<file path="src/rtl/pgm_pkg.sv">
// Shared definitions for the PGM generator: RAM geometry, packet header codes
// and read-side FSM encodings.
package pgm_pkg;

  localparam logic [1:0] HDR_HEAD = 2'b01;
  localparam logic [1:0] HDR_BODY = 2'b11;
  localparam logic [1:0] HDR_TAIL = 2'b10;

  localparam int RAM_AW = 7;
  localparam int RAM_DW = 144;
  localparam int PKT_W  = 134;
  localparam int PHV_W  = 1024;
  localparam int SEQ_W  = 32;

  typedef enum logic [1:0] {
    RD_IDLE = 2'd0,
    RD_ARM  = 2'd1,
    RD_SEND = 2'd2,
    RD_GAP  = 2'd3
  } rd_state_e;

  function automatic logic [1:0] pkt_hdr(input logic [PKT_W-1:0] w);
    return w[PKT_W-1 -: 2];
  endfunction

endpackage

</file>
<file path="src/rtl/pgm_rd_gen_if.sv">
// Downstream packet/PHV bus of the PGM read generator, including the
// backpressure flags returned by the next module.
interface pgm_rd_gen_if;
  import pgm_pkg::*;

  logic [PKT_W-1:0] out_rd_data;
  logic             out_rd_data_wr;
  logic             out_rd_valid;
  logic             out_rd_valid_wr;
  logic [PHV_W-1:0] out_rd_phv;
  logic             out_rd_phv_wr;
  logic             in_rd_alf;
  logic             in_rd_phv_alf;

  modport master (
    output out_rd_data, out_rd_data_wr, out_rd_valid, out_rd_valid_wr,
           out_rd_phv, out_rd_phv_wr,
    input  in_rd_alf, in_rd_phv_alf
  );

  modport slave (
    input  out_rd_data, out_rd_data_wr, out_rd_valid, out_rd_valid_wr,
           out_rd_phv, out_rd_phv_wr,
    output in_rd_alf, in_rd_phv_alf
  );

endinterface

</file>
<file path="src/rtl/pgm_token_bucket.sv">
// Token bucket rate limiter: refills by INC per enabled cycle up to MAX and
// is drained by COST on a consume cycle; held empty while disabled.
module pgm_token_bucket #(
  parameter logic [15:0] INC  = 16'd1,
  parameter logic [15:0] MAX  = 16'd4096,
  parameter logic [15:0] COST = 16'd256
) (
  input  logic        clk,
  input  logic        rst_n,
  input  logic        en,
  input  logic        consume,
  output logic [15:0] tokens,
  output logic        ok
);

  function automatic logic [15:0] sat_add(input logic [15:0] t);
    logic [16:0] s;
    s = {1'b0, t} + {1'b0, INC};
    return (s > {1'b0, MAX}) ? MAX : s[15:0];
  endfunction

  logic [15:0] tokens_nxt;

  always_comb begin
    tokens_nxt = '0;
    if (en) begin
      tokens_nxt = sat_add(tokens);
      if (consume && (tokens_nxt >= COST)) tokens_nxt = tokens_nxt - COST;
    end
  end

  always_ff @(posedge clk) begin
    if (!rst_n) tokens <= '0;
    else        tokens <= tokens_nxt;
  end

  assign ok = (tokens >= COST);

endmodule

</file>
<file path="src/rtl/pgm_rd_gen.sv">
// PGM read generator: replays the stored template packet from PGM_RAM while
// replay is enabled, one copy per token-bucket grant.
module pgm_rd_gen
  import pgm_pkg::*;
#(
  parameter logic [15:0] TOKEN_INC  = 16'd1,
  parameter logic [15:0] BUCKET_MAX = 16'd4096,
  parameter logic [15:0] PKT_COST   = 16'd256
) (
  input  logic              clk,
  input  logic              rst_n,
  input  logic              pgm_bypass_flag,
  input  logic              pgm_sent_start_flag,
  input  logic              pgm_sent_finish_flag,
  output logic              rd2ram_rd_en,
  output logic [RAM_AW-1:0] rd2ram_addr,
  input  logic [RAM_DW-1:0] ram2rd_rdata,
  pgm_rd_gen_if.master      rd_if,
  output logic [31:0]       out_rd_pkt_cnt,
  output logic [15:0]       out_rd_err_cnt
);

  function automatic logic [31:0] sat_inc32(input logic [31:0] v);
    return (v == 32'hFFFF_FFFF) ? v : v + 32'd1;
  endfunction

  function automatic logic [15:0] sat_inc16(input logic [15:0] v);
    return (v == 16'hFFFF) ? v : v + 16'd1;
  endfunction

  rd_state_e         state, state_nxt;
  logic [RAM_AW:0]   addr_q, addr_nxt;   // MSB flags that the last address was issued
  logic              consume, tb_ok, start_ok, stop_req, dn_ready;
  logic [15:0]       unused_tokens;
  logic              unused_rdata;
  logic [SEQ_W-1:0]  seq;

  logic              vld_p0;
  logic [RAM_AW-1:0] addr_p0;
  logic [PKT_W-1:0]  word_p0;
  logic              emit_p0, tail_p0, trunc_p0, last_p0;

  assign unused_rdata = ^ram2rd_rdata[RAM_DW-1:PKT_W];

  assign start_ok = pgm_sent_start_flag & ~pgm_sent_finish_flag & ~pgm_bypass_flag;
  assign stop_req = pgm_sent_finish_flag | ~pgm_sent_start_flag | pgm_bypass_flag;
  assign dn_ready = tb_ok & ~rd_if.in_rd_alf & ~rd_if.in_rd_phv_alf;

  pgm_token_bucket #(
    .INC  (TOKEN_INC),
    .MAX  (BUCKET_MAX),
    .COST (PKT_COST)
  ) u_bucket (
    .clk     (clk),
    .rst_n   (rst_n),
    .en      (state != RD_IDLE),
    .consume (consume),
    .tokens  (unused_tokens),
    .ok      (tb_ok)
  );

  always_comb begin
    state_nxt    = state;
    addr_nxt     = addr_q;
    rd2ram_rd_en = 1'b0;
    rd2ram_addr  = '0;
    consume      = 1'b0;
    case (state)
      RD_IDLE: if (start_ok) state_nxt = RD_ARM;
      RD_ARM: begin
        if (stop_req) begin
          state_nxt = RD_IDLE;
        end else if (dn_ready) begin
          rd2ram_rd_en = 1'b1;
          addr_nxt     = (RAM_AW+1)'(1);
          consume      = 1'b1;
          state_nxt    = RD_SEND;
        end
      end
      RD_SEND: begin
        rd2ram_rd_en = ~addr_q[RAM_AW];
        rd2ram_addr  = addr_q[RAM_AW-1:0];
        if (!addr_q[RAM_AW]) addr_nxt = addr_q + 1'b1;
        if (last_p0) state_nxt = RD_GAP;
      end
      RD_GAP:  state_nxt = stop_req ? RD_IDLE : RD_ARM;
      default: state_nxt = RD_IDLE;
    endcase
  end

  always_ff @(posedge clk) begin
    if (!rst_n) begin
      state  <= RD_IDLE;
      addr_q <= '0;
    end else begin
      state  <= state_nxt;
      addr_q <= addr_nxt;
    end
  end

  // p0: RAM read data returns; words arriving outside SEND are discarded
  always_ff @(posedge clk) begin
    if (!rst_n) begin
      vld_p0  <= 1'b0;
      addr_p0 <= '0;
    end else begin
      vld_p0  <= rd2ram_rd_en;
      addr_p0 <= rd2ram_addr;
    end
  end

  assign word_p0  = ram2rd_rdata[PKT_W-1:0];
  assign emit_p0  = vld_p0 && (state == RD_SEND);
  assign tail_p0  = (pkt_hdr(word_p0) == HDR_TAIL);
  assign trunc_p0 = emit_p0 && !tail_p0 && (addr_p0 == '1);
  assign last_p0  = emit_p0 && (tail_p0 || (addr_p0 == '1));

  // p1: output register, status pulses and counters
  always_ff @(posedge clk) begin
    if (!rst_n) begin
      rd_if.out_rd_data     <= '0;
      rd_if.out_rd_data_wr  <= 1'b0;
      rd_if.out_rd_phv      <= '0;
      rd_if.out_rd_phv_wr   <= 1'b0;
      rd_if.out_rd_valid    <= 1'b0;
      rd_if.out_rd_valid_wr <= 1'b0;
      out_rd_pkt_cnt        <= '0;
      out_rd_err_cnt        <= '0;
      seq                   <= '0;
    end else begin
      rd_if.out_rd_data_wr  <= emit_p0;
      rd_if.out_rd_data     <= !emit_p0 ? '0 :
                               trunc_p0 ? {HDR_TAIL, word_p0[PKT_W-3:0]} : word_p0;
      rd_if.out_rd_phv_wr   <= emit_p0 && (pkt_hdr(word_p0) == HDR_HEAD);
      rd_if.out_rd_phv      <= (emit_p0 && (pkt_hdr(word_p0) == HDR_HEAD)) ?
                               {{(PHV_W-SEQ_W){1'b0}}, seq} : '0;
      rd_if.out_rd_valid    <= (state == RD_GAP);
      rd_if.out_rd_valid_wr <= (state == RD_GAP);
      if ((state == RD_IDLE) && start_ok) begin
        out_rd_pkt_cnt <= '0;
        out_rd_err_cnt <= '0;
        seq            <= '0;
      end else begin
        if (state == RD_GAP) begin
          out_rd_pkt_cnt <= sat_inc32(out_rd_pkt_cnt);
          seq            <= seq + 1'b1;
        end
        if (trunc_p0) out_rd_err_cnt <= sat_inc16(out_rd_err_cnt);
      end
    end
  end

endmodule

</file>
<file path="src/flat_wrapper.sv">
// flat-port wrapper written by rule: the top's interface ports become plain ports
module pgm_rd_gen_flat import pgm_pkg::*;
#(
  parameter logic [15:0] TOKEN_INC  = 16'd1,
  parameter logic [15:0] BUCKET_MAX = 16'd4096,
  parameter logic [15:0] PKT_COST   = 16'd256
)
  (clk, rst_n, pgm_bypass_flag, pgm_sent_start_flag, pgm_sent_finish_flag, rd2ram_rd_en, rd2ram_addr, ram2rd_rdata, out_rd_pkt_cnt, out_rd_err_cnt, rd_if_out_rd_data, rd_if_out_rd_data_wr, rd_if_out_rd_valid, rd_if_out_rd_valid_wr, rd_if_out_rd_phv, rd_if_out_rd_phv_wr, rd_if_in_rd_alf, rd_if_in_rd_phv_alf);
  pgm_rd_gen_if rd_if_i ();
  input  logic clk;
  input  logic rst_n;
  input  logic pgm_bypass_flag;
  input  logic pgm_sent_start_flag;
  input  logic pgm_sent_finish_flag;
  output logic rd2ram_rd_en;
  output logic [RAM_AW-1:0] rd2ram_addr;
  input  logic [RAM_DW-1:0] ram2rd_rdata;
  output logic [31:0] out_rd_pkt_cnt;
  output logic [15:0] out_rd_err_cnt;
  output wire logic [$bits(rd_if_i.out_rd_data)-1:0] rd_if_out_rd_data;
  output wire logic [$bits(rd_if_i.out_rd_data_wr)-1:0] rd_if_out_rd_data_wr;
  output wire logic [$bits(rd_if_i.out_rd_valid)-1:0] rd_if_out_rd_valid;
  output wire logic [$bits(rd_if_i.out_rd_valid_wr)-1:0] rd_if_out_rd_valid_wr;
  output wire logic [$bits(rd_if_i.out_rd_phv)-1:0] rd_if_out_rd_phv;
  output wire logic [$bits(rd_if_i.out_rd_phv_wr)-1:0] rd_if_out_rd_phv_wr;
  input wire logic [$bits(rd_if_i.in_rd_alf)-1:0] rd_if_in_rd_alf;
  input wire logic [$bits(rd_if_i.in_rd_phv_alf)-1:0] rd_if_in_rd_phv_alf;
  assign rd_if_out_rd_data = rd_if_i.out_rd_data;
  assign rd_if_out_rd_data_wr = rd_if_i.out_rd_data_wr;
  assign rd_if_out_rd_valid = rd_if_i.out_rd_valid;
  assign rd_if_out_rd_valid_wr = rd_if_i.out_rd_valid_wr;
  assign rd_if_out_rd_phv = rd_if_i.out_rd_phv;
  assign rd_if_out_rd_phv_wr = rd_if_i.out_rd_phv_wr;
  assign rd_if_i.in_rd_alf = rd_if_in_rd_alf;
  assign rd_if_i.in_rd_phv_alf = rd_if_in_rd_phv_alf;
  pgm_rd_gen #(.TOKEN_INC(TOKEN_INC), .BUCKET_MAX(BUCKET_MAX), .PKT_COST(PKT_COST)) u_core (.clk(clk), .rst_n(rst_n), .pgm_bypass_flag(pgm_bypass_flag), .pgm_sent_start_flag(pgm_sent_start_flag), .pgm_sent_finish_flag(pgm_sent_finish_flag), .rd2ram_rd_en(rd2ram_rd_en), .rd2ram_addr(rd2ram_addr), .ram2rd_rdata(ram2rd_rdata), .rd_if(rd_if_i), .out_rd_pkt_cnt(out_rd_pkt_cnt), .out_rd_err_cnt(out_rd_err_cnt));
endmodule
</file>
<file path="config.mk">
export PLATFORM = sky130hd
export DESIGN_NAME = pgm_rd_gen_flat
export DESIGN_NICKNAME = d
export VERILOG_FILES = /design/src/rtl/pgm_pkg.sv /design/src/rtl/pgm_rd_gen_if.sv /design/src/rtl/pgm_token_bucket.sv /design/src/rtl/pgm_rd_gen.sv /design/src/flat_wrapper.sv
export SDC_FILE = /design/constraint.sdc
export NUM_CORES = 1
export LEC_CHECK = 0
export BUFFER_PORTS_ARGS = -buffer_cell sky130_fd_sc_hd__buf_2
export CAP_MARGIN = 10
export CORE_AREA = 4 4 525 527
export CTS_CLUSTER_SIZE = 30
export DETAILED_ROUTE_END_ITERATION = 8
export DIE_AREA = 0 0 529 531
export SLEW_MARGIN = 20
export SYNTH_ARGS = -nofsm -noshare
export SYNTH_HDL_FRONTEND = slang
export SYNTH_SLANG_ARGS = --single-unit
export TNS_END_PERCENT = 10
</file>
<file path="constraint.sdc">
create_clock -name clk -period 3.3 [get_ports clk]
set_clock_uncertainty 0.05 [all_clocks]
set_input_delay 0.66 -clock clk [delete_from_list [all_inputs] [get_ports clk]]
set_output_delay 0.66 -clock clk [all_outputs]
set_load 0.03 [all_outputs]
</file>
==> metrics.yaml, run 1 <==
drtIter0Drc: 428
route.detailed.drc: 0
cts-buffers-inserted: 38
critPathKind: "reg -> reg"
yosys_warnings: 0
cts_sinks: 283
power_leakage_nw: 9.60
fp.dieArea_um2: 281000
dp_slack_ps: 16.2
hpwlAfterDp_mm: 62.1
root_buffer: "clkbuf_16"
finalNonFillerCells: 5982
synth.top_cells.by_count: "buf_4, dfxtp_1, and2_1"
drt_wl_total_mm: 71.5
dp.cells: 5907
path_depth: 14
synth_top_cell_area_share_pct: 42.9
numPortBuffers: 366
grt_pass1_wl_mm: 83.8
max_slew_margin_pct: 45.2
min_path_type: "in -> reg"
internal_power_mw: 6.39
switchingPower_mw: 3.52
cp_top_family: "simple AND/OR/NAND/NOR gates"
finalHoldViolations: 0
ant_nets: 0
grt_use_total_pct: 4.56
cp_slowest_cell: "or4_4"
syn2layout_area_growth_pct: 23.7
drive_gt1_share_pct: 20.4
max_clock_freq_mhz: 318
synth-seq-cells: 283
htreeDepth: 2
vias: 11001
drv_slew: 0
routabilityCongestion: 0.757
start_kind: "flop"
maxCapViolations: 0
start_util_pct: 6.44
clockBufferDepth: 3
layout_setup_ws_ps: 153
vias_per_cell: 1.84
grt_max_degree: 79
r2r_cells: 14
wl_per_cell_um: 11.9
synth_area_leaders: "buf_4, dfxtp_1, and2_1"
min_path_cells: 2
synth_most_common_cell: "buf_4"
switching_share_pct: 35.5
ys_seq_area_share_pct: 32.5
synth.avg_cell_area_um2: 8.74
yosysTopAreaCell: "buf_4"
crit_path_max_incr_delay_ps: 510
firstDrtPassIters: 5
cp_num_buf_inv: 2
antenna_found_initial: 61
grt_pass1_vias: 8993
synthCells: 1993
cp.arrival_ps: 3590
seq_power_share_pct: 34.6
share_comb_of_total_power_pct: 16.8
rows: 191
core_area_um2: 271000
ioPinCount: 1369
required_ps: 3740
setup-tns-final_ps: 0
fin_crit_ps: 3150
worst_pin_slew_ps: 823
clockPowerShare_pct: 48.6
die_w_um: 529
synth_edf_count: 0
status: "finished, final reports clean"
die_y_um: 531
synth.distinct_cells: 55
clk_pin_slew_ps: 70
nNetsFinal: 2543
synthArstFlopShare_pct: 0
peakVddDrop_mv: 0.273
cts_tree: "done"
clk_latency_ps: 580
synthFlopType: "dfxtp_1"
endpoint_kind: "flop"
critical_path_peak_fanout: 8
overflow: 0
finalCritPeriodShare_pct: 95.4
syn_area_um2: 17400
path_cells: "ha_2, nand3_4, buf_4, o211a_1, mux2i_2, or2_4, nor2_1, inv_1, ha_2, nand2_1, or4_4, a31o_4, or2_4, nor3_1"
finalSetupViolations: 0
cts_hold_buf: 0
pwr_density_cell_nw_per_um2: 460
==> worst paths after layout <==
kind	slack (ps)	start	endpoint
setup / recovery	150	u_core.u_bucket.tokens[0]	u_core.u_bucket.tokens[13]
hold / removal	180	ram2rd_rdata[121]	u_core.rd_if.out_rd_data[121]
setup reg to reg	150	u_core.u_bucket.tokens[0]	u_core.u_bucket.tokens[13]
hold reg to reg	410	u_core.seq[30]	u_core.rd_if.out_rd_phv[30]
==> stage by stage <==
step	utilization, %	power (mW)	area [um^2]	hold WS [ps]
floorplan	-	5.93	21100	392
global placement	7.40	5.13	20000	417
detailed placement	7.40	5.14	20000	421
CTS	7.93	10.2	21400	84.1
global route	7.97	10.4	21600	113
finish	7.97	9.91	21600	184
==> cell type report <==
class / count / area (um^2)
Fill cell: 31901 / 249000
Multi-Input combinational cell: 1643 / 7830
Sequential cell: 283 / 5680
Tap cell: 3570 / 4470
Timing Repair Buffer: 394 / 2070
Clock buffer: 47 / 1020
Clock inverter: 20 / 395
Inverter: 20 / 75.1
Antenna cell: 5 / 12.5
==> power by group through the flow <==
stage,clock network (mW),logic (mW),registers [mW]
floorplan,0,2.43,3.50
global placement,0,1.63,3.51
detailed placement,0,1.63,3.51
CTS,5.11,1.63,3.43
global route,5.18,1.76,3.43
finish,4.82,1.67,3.43
==> cells by family (layout without fill, tap and decap cells) <==
| kind of cell | count (synthesis) | in the layout | synth area share [%] |
|---|---|---|---|
| buffers and inverters | 1058 | 481 | 44.4 |
| other | 1 | 997 | 0.0215 |
| and+or+nand+nor | 485 | 485 | 15.3 |
| DFF | 283 | 283 | 32.5 |
| AOI/OAI and AO/OA | 67 | 67 | 2.52 |
| adders and majority gates | 12 | 12 | 0.862 |
| muxes | 6 | 6 | 0.345 |
| xor gates and xnor gates | 81 | 81 | 4.07 |
==> state kept, by name (all words and copies together), names as in the netlist, named ones only <==
| name | cells |
|---|---|
| u_core.vld_p0 | 1 |
| u_core.seq | 32 |
| u_core.state | 1 |
| u_core.addr_q | 8 |
| u_core.rd_if.out_rd_data | 134 |
| u_core.u_bucket.tokens | 16 |
| u_core.rd_if.out_rd_phv | 32 |
| u_core.out_rd_err_cnt | 16 |
| u_core.rd_if.out_rd_valid | 1 |
| u_core.addr_p0 | 7 |
| u_core.rd_if.out_rd_data_wr | 1 |
| u_core.out_rd_pkt_cnt | 32 |
| u_core.rd_if.out_rd_phv_wr | 1 |
==> routing by layer <==
layer	global-route usage, %	up-vias	part of all wire [%]
li1	-	5062	-
met1	5.58	4833	40
met2	7.41	943	46
met3	1.47	161	10
met4	1.78	2	4.0
met5	0	-	0.013
==> cell usage in the layout, fill, tap and decap left out, drive strengths merged, types with 3 or more instances in the layout <==
cell	instances
mux2i	6
and4	6
dfxtp	283
nand3	36
ha	12
and2	175
xor2	52
inv	26
a21oi	21
nand2	42
clkinv	6
a31oi	3
clkbuf	47
nor2b	10
nand2b	4
nor2	107
nor3	16
buf	394
conb	992
diode	5
nor4	8
or2	4
o21ai	22
and3	21
nand4	31
xnor2	29
bufinv	8
or3	17
o21a	4
==> what timing repair did <==
action | CTS | global route
endpoints found under the setup margin | 2 | 6
resized for setup | 1 | 21
pin swaps | 0 | 5
setup buffers | 1 | 2
gates cloned | 0 | 0
Note: power is estimated with default switching activity, not from simulation.
==> run 2, diff against run 1 <==
Settings changed: ABC_AREA set to 1, CORE_AREA 4 4 525 527 to 4 4 537 539, DIE_AREA 0 0 529 531 to 0 0 541 543.
==> run 2 against run 1 <==
  * First-iteration DRC count is 20% lower
  * Power is 2.9% lower
  * Via count is 13% higher
  * Maximum frequency is 4.1% higher
==> metrics.yaml, run 2 <==
cp_top_family: "simple AND/OR/NAND/NOR gates"
synth.distinct_cells: 46
fin_crit_ps: 3020
antenna_found_initial: 14
power_mw: 9.63
firstDrtPassIters: 5
grt_pass1_wl_mm: 67.6
final_common_cell: "conb_1"
cp_slowest_cell: "dfxtp_1"
largest_register: "u_core.rd_if.out_rd_data"
die_w_um: 541
post-route-util_pct: 7.85
hpwlAfterDp_mm: 44.6
max_slew_margin_pct: 61.5
finalCritPeriodShare_pct: 91.6
drv_slew: 0
maxCapViolations: 0
clk_pin_slew_ps: 60
required_ps: 2590
status: "finished, final reports clean"
vias_per_cell: 1.89
max_clock_freq_mhz: 331
finalHoldViolations: 0
fill_cells: 33525
yosysTopAreaCell: "buf_4"
synthFlopType: "dfxtp_1"
setup-tns-final_ps: 0
syn_area_um2: 18200
fp.dieArea_um2: 294000
route.detailed.drc: 0
synth.top_cells.by_count: "buf_4, inv_1, dfxtp_1"
whs_ps: 225
endpoint_kind: "output pin"
grt_use_total_pct: 3.17
pwr_density_cell_nw_per_um2: 432
clockBufferDepth: 3
die_y_um: 543
cp.arrival_ps: 2310
synth_edf_count: 0
drtIter0Drc: 342
finalNonFillerCells: 6562
min_path_type: "in -> reg"
synth_area_leaders: "buf_4, dfxtp_1, inv_1"
mostFrequentLayoutCells: "conb_1, buf_2, inv_1, dfxtp_1, nor2_1"
synthArstFlopShare_pct: 0
cp_num_buf_inv: 3
worst_pin_slew_ps: 572
critical_path_peak_fanout: 4
path_cells: "inv_1, nand4_1, nor2_1, nor3_1, nand2_1, nor2_1, inv_1, a21boi_1, buf_2"
cts_hold_buf: 0
clk_latency_ps: 580
synth_top_cell_area_share_pct: 41.0
wl_per_cell_um: 7.96
rrSetupSlack_ps: 380
nNetsFinal: 2935
drt_wl_total_mm: 52.2
drive_gt1_share_pct: 17.1
ioPinCount: 1369
dpl_cell_area_um2: 21000
yosys_warnings: 0
cts-buffers-inserted: 35
start_kind: "flop"
critPathKind: "reg -> out"
synth_most_common_cell: "buf_4"
start_util_pct: 6.41
synthCells: 2389
largest_reg_flops: 134
overflow: 0
power_leakage_nw: 10.3
dp_slack_ps: 407
dp.cells: 6497
grt_max_degree: 63
design_area_um2: 22300
finalSetupViolations: 0
cts_sinks: 283
post_cts_resized: 0
ant_nets: 0
cts_setup_buffers: 0
rsz0062_at_grt: "false"
rows: 196
layout_setup_ws_ps: 277
synth-seq-cells: 283
ys_seq_area_share_pct: 31.1
root_buffer: "clkbuf_16"
htreeDepth: 2
vias: 12415
routabilityCongestion: 0.792
cts_tree: "done"
peakVddDrop_mv: 0.293
grt_pass1_vias: 10646
core_area_um2: 284000
syn2layout_area_growth_pct: 22.5
crit_path_max_incr_delay_ps: 400
synth.avg_cell_area_um2: 7.62
numPortBuffers: 366
==> run 2: layer usage <==
layer / share of wire (%) / wire [um] / global-route usage [%] / vias up
met1: 31 / 16100 / 2.83 / 5375
met5: 0 / 0 / 0 / -
met4: 5.9 / 3110 / 2.22 / 0
li1: - / - / - / 6046
met3: 11 / 5770 / 0.945 / 77
met2: 52 / 27200 / 6.06 / 917
==> run 2: final cells by class <==
cell class	instances	area [um^2]	area share (%)
antenna	3	7.51	0.0337
sequential	283	5670	25.4
tap	3762	4710	21.1
timing repair buffer	380	1960	8.80
multi-input combinational	1783	7600	34.1
clock buffer	43	956	4.29
inverter	289	1090	4.89
clock inverter	19	298	1.34
==> run 2: path summary, 6_finish.rpt <==
kind,cells past startpoint,to,start
worst max-delay path,9,rd2ram_rd_en,u_core.u_bucket.tokens[9]
worst min-delay path,3,u_core.rd_if.out_rd_data[85],ram2rd_rdata[85]
worst max register to register,18,u_core.u_bucket.tokens[9],u_core.u_bucket.tokens[1]
worst min register to register,2,u_core.rd_if.out_rd_phv[31],u_core.seq[31]
==> run 2: cells by family (layout without fill, tap and decap cells) <==
logic type | Yosys count | in the layout | share of synthesized area, %
AOI/OAI and AO/OA | 135 | 135 | 4.35
xor gates and xnor gates | 25 | 25 | 1.20
adders and majority gates | 12 | 12 | 0.825
buffers and inverters | 1314 | 731 | 47.6
DFF | 283 | 283 | 31.1
other | 1 | 995 | 0.0206
and+or+nand+nor | 619 | 619 | 14.9
==> run 2: tightest hold or removal path, stage by stage <==
cell	delay (ps)
buf_2	90
inv_1	40
nor2_1	30
==> run 2: report_power, final <==
group	total (mW)	switching, mW	internal, mW
logic	1.97	1.80	0.170
clock network	4.18	1.75	2.44
registers	3.48	0.0293	3.45
==> run 3, diff against run 2 <==
Settings changed: CORE_AREA 4 4 537 539 to 4 4 535 537, DIE_AREA 0 0 541 543 to 0 0 539 541, SYNTH_HIERARCHICAL set to 1.
==> run 3 against run 2 <==
  * Count of clock-buffer cells in the layout increased by 3
  * Register-to-register slack improved by 190 ps
  * Die area decreased by 0.74%
  * Sequential power about the same
  * Worst setup slack got worse by 44 ps
  * Design area increased by 3.7%
  * Wire length increased by 27%
  * First-iteration DRC count increased by 92%
  * Power decreased by 1.6%
  * Flip-flop and latch count unchanged
  * Synthesized cell count increased by 9.8%
  * Critical endpoint unchanged
==> metrics.yaml, run 3 <==
synth_edf_count: 0
switchingPower_mw: 3.62
max_slew_margin_pct: 41.8
max_clock_freq_mhz: 326
required_ps: 2590
cts-buffers-inserted: 37
nNetsFinal: 3165
clk_pin_slew_ps: 60
synth.distinct_cells: 42
grt_pass1_wl_mm: 85.5
clockPowerShare_pct: 43.9
cts_setup_buffers: 0
endpoint_kind: "output pin"
synthArstFlopShare_pct: 0
peakVddDrop_mv: 0.266
synth-simple-area-share_pct: 19.8
ys_seq_area_share_pct: 29.5
maxCapViolations: 0
min_path_type: "in -> reg"
die_w_um: 539
synth.top_cells.by_count: "buf_4, nand2_1, nor2_1"
internal_power_mw: 5.86
htreeDepth: 2
grt_use_total_pct: 4.16
power_leakage_nw: 10.7
grt_pass1_vias: 11774
drv_slew: 0
rows: 195
grt_max_degree: 82
critical_path_peak_fanout: 6
synth_compound_area_share_pct: 3.17
synth_area_leaders: "buf_4, dfxtp_1, nand2_1"
route.detailed.drc: 0
cts_tree: "done"
synth_most_common_cell: "buf_4"
vias_per_cell: 2.01
core_area_um2: 282000
yosys_warnings: 6
synthFlopType: "dfxtp_1"
setup-tns-final_ps: 0
die_y_um: 541
finalNonFillerCells: 6777
synth_top_family_by_area: "buffers and inverters"
clockBufferDepth: 3
synth_top_cell_area_share_pct: 38.9
fp.dieArea_um2: 292000
cts_sinks: 283
seq_power_share_pct: 36.4
synth_fa_ha_area_share_pct: 0.783
syn_area_um2: 19200
cts_hold_buf: 0
hpwlAfterDp_mm: 56.4
root_buffer: "clkbuf_16"
post-route-util_pct: 8.21
ioPinCount: 1369
finalHoldViolations: 0
largest_register: "u_core/rd_if.out_rd_data"
numPortBuffers: 366
largest_reg_flops: 134
finalSetupViolations: 0
synth-seq-cells: 283
final_common_cell: "conb_1"
synth.avg_cell_area_um2: 7.31
synthXorXnorAreaFrac_pct: 1.37
cp.arrival_ps: 2360
routabilityCongestion: 0.815
whs_ps: 202
wl_per_cell_um: 9.82
worst_pin_slew_ps: 873
drive_gt1_share_pct: 17.4
overflow: 0
yosysTopAreaCell: "buf_4"
start_util_pct: 6.81
firstDrtPassIters: 5
switching_share_pct: 38.2
start_kind: "flop"
pwr_density_cell_nw_per_um2: 410
post_cts_resized: 0
mostFrequentLayoutCells: "conb_1, buf_2, nand2_1, nor2_1, dfxtp_1"
drt_wl_total_mm: 66.5
critPathKind: "reg -> out"
finalCritPeriodShare_pct: 92.9
clk_latency_ps: 610
antenna_found_initial: 28
rsz0062_at_grt: "false"
status: "finished, final reports clean"
syn2layout_area_growth_pct: 20.5
synth_mux_area_share_pct: 0
drtIter0Drc: 657
fin_crit_ps: 3070
share_comb_of_total_power_pct: 19.7
synthCells: 2623
vias: 13637
ant_nets: 0
dp.cells: 6706
==> run 3: metal layers <==
layer,track usage (%),vias to the layer above,routed length (um)
li1,-,6685,-
met1,3.82,5880,20900
met2,7.93,963,35000
met3,1.27,109,6930
met4,2.61,0,3670
met5,0,-,0
==> run 3: kinds of logic (layout without fill, tap and decap cells) <==
logic type | after synthesis | in the layout
XOR/XNOR | 30 | 30
other | 1 | 1000
AO/OA/AOI/OAI | 97 | 97
AND/OR/NAND/NOR | 890 | 890
adder cells (fa/ha/maj) | 12 | 12
flip-flops | 283 | 283
buffers and inverters | 1310 | 722
==> run 3: cell type report <==
class / instances / area (um^2)
multi-input combinational: 2021 / 8550
fill: 33332 / 258000
tap: 3743 / 4680
antenna: 8 / 20.0
inverter: 280 / 1060
sequential: 283 / 5670
clock inverter: 17 / 194
timing repair buffer: 379 / 1940
clock buffer: 46 / 1010
==> run 3: power by group through the flow <==
stage	registers [mW]	clock network (mW)	logic, mW
floorplan	3.53	0	2.58
global placement	3.53	0	1.83
CTS	3.45	4.47	1.83
detailed placement	3.53	0	1.83
finish	3.45	4.16	1.86
global route	3.45	4.53	1.97
==> run 3: critical path, stage by stage, from the launching register on <==
cell,delay [ps]
dfxtp_1,480
nor4_1,90
nand3_1,80
inv_1,60
nor3_1,250
nand3_1,230
a21boi_0,300
buf_2,250
==> run 3: metrics by stage <==
stage | power [mW] | cell area [um^2] | setup slack, ps
after global placement | 5.36 | 21900 | 555
after floorplan | 6.10 | 22900 | 688
after detailed placement | 5.36 | 21900 | 587
after CTS | 9.76 | 23100 | 181
final | 9.48 | 23100 | 233
after global routing | 9.95 | 23100 | 87.8
==> run 3: worst paths after layout <==
kind                              from                             to  slack [ps]  depth (start not counted)
max reg2reg  u_core/u_bucket/tokens[0]     u_core/u_bucket/tokens[11]         570                         19
max          u_core/u_bucket/tokens[9]                   rd2ram_rd_en         230                          7
min reg2reg              u_core/seq[8]     u_core/rd_if.out_rd_phv[8]         400                          2
min                  ram2rd_rdata[114]  u_core/rd_if.out_rd_data[114]         200                          3
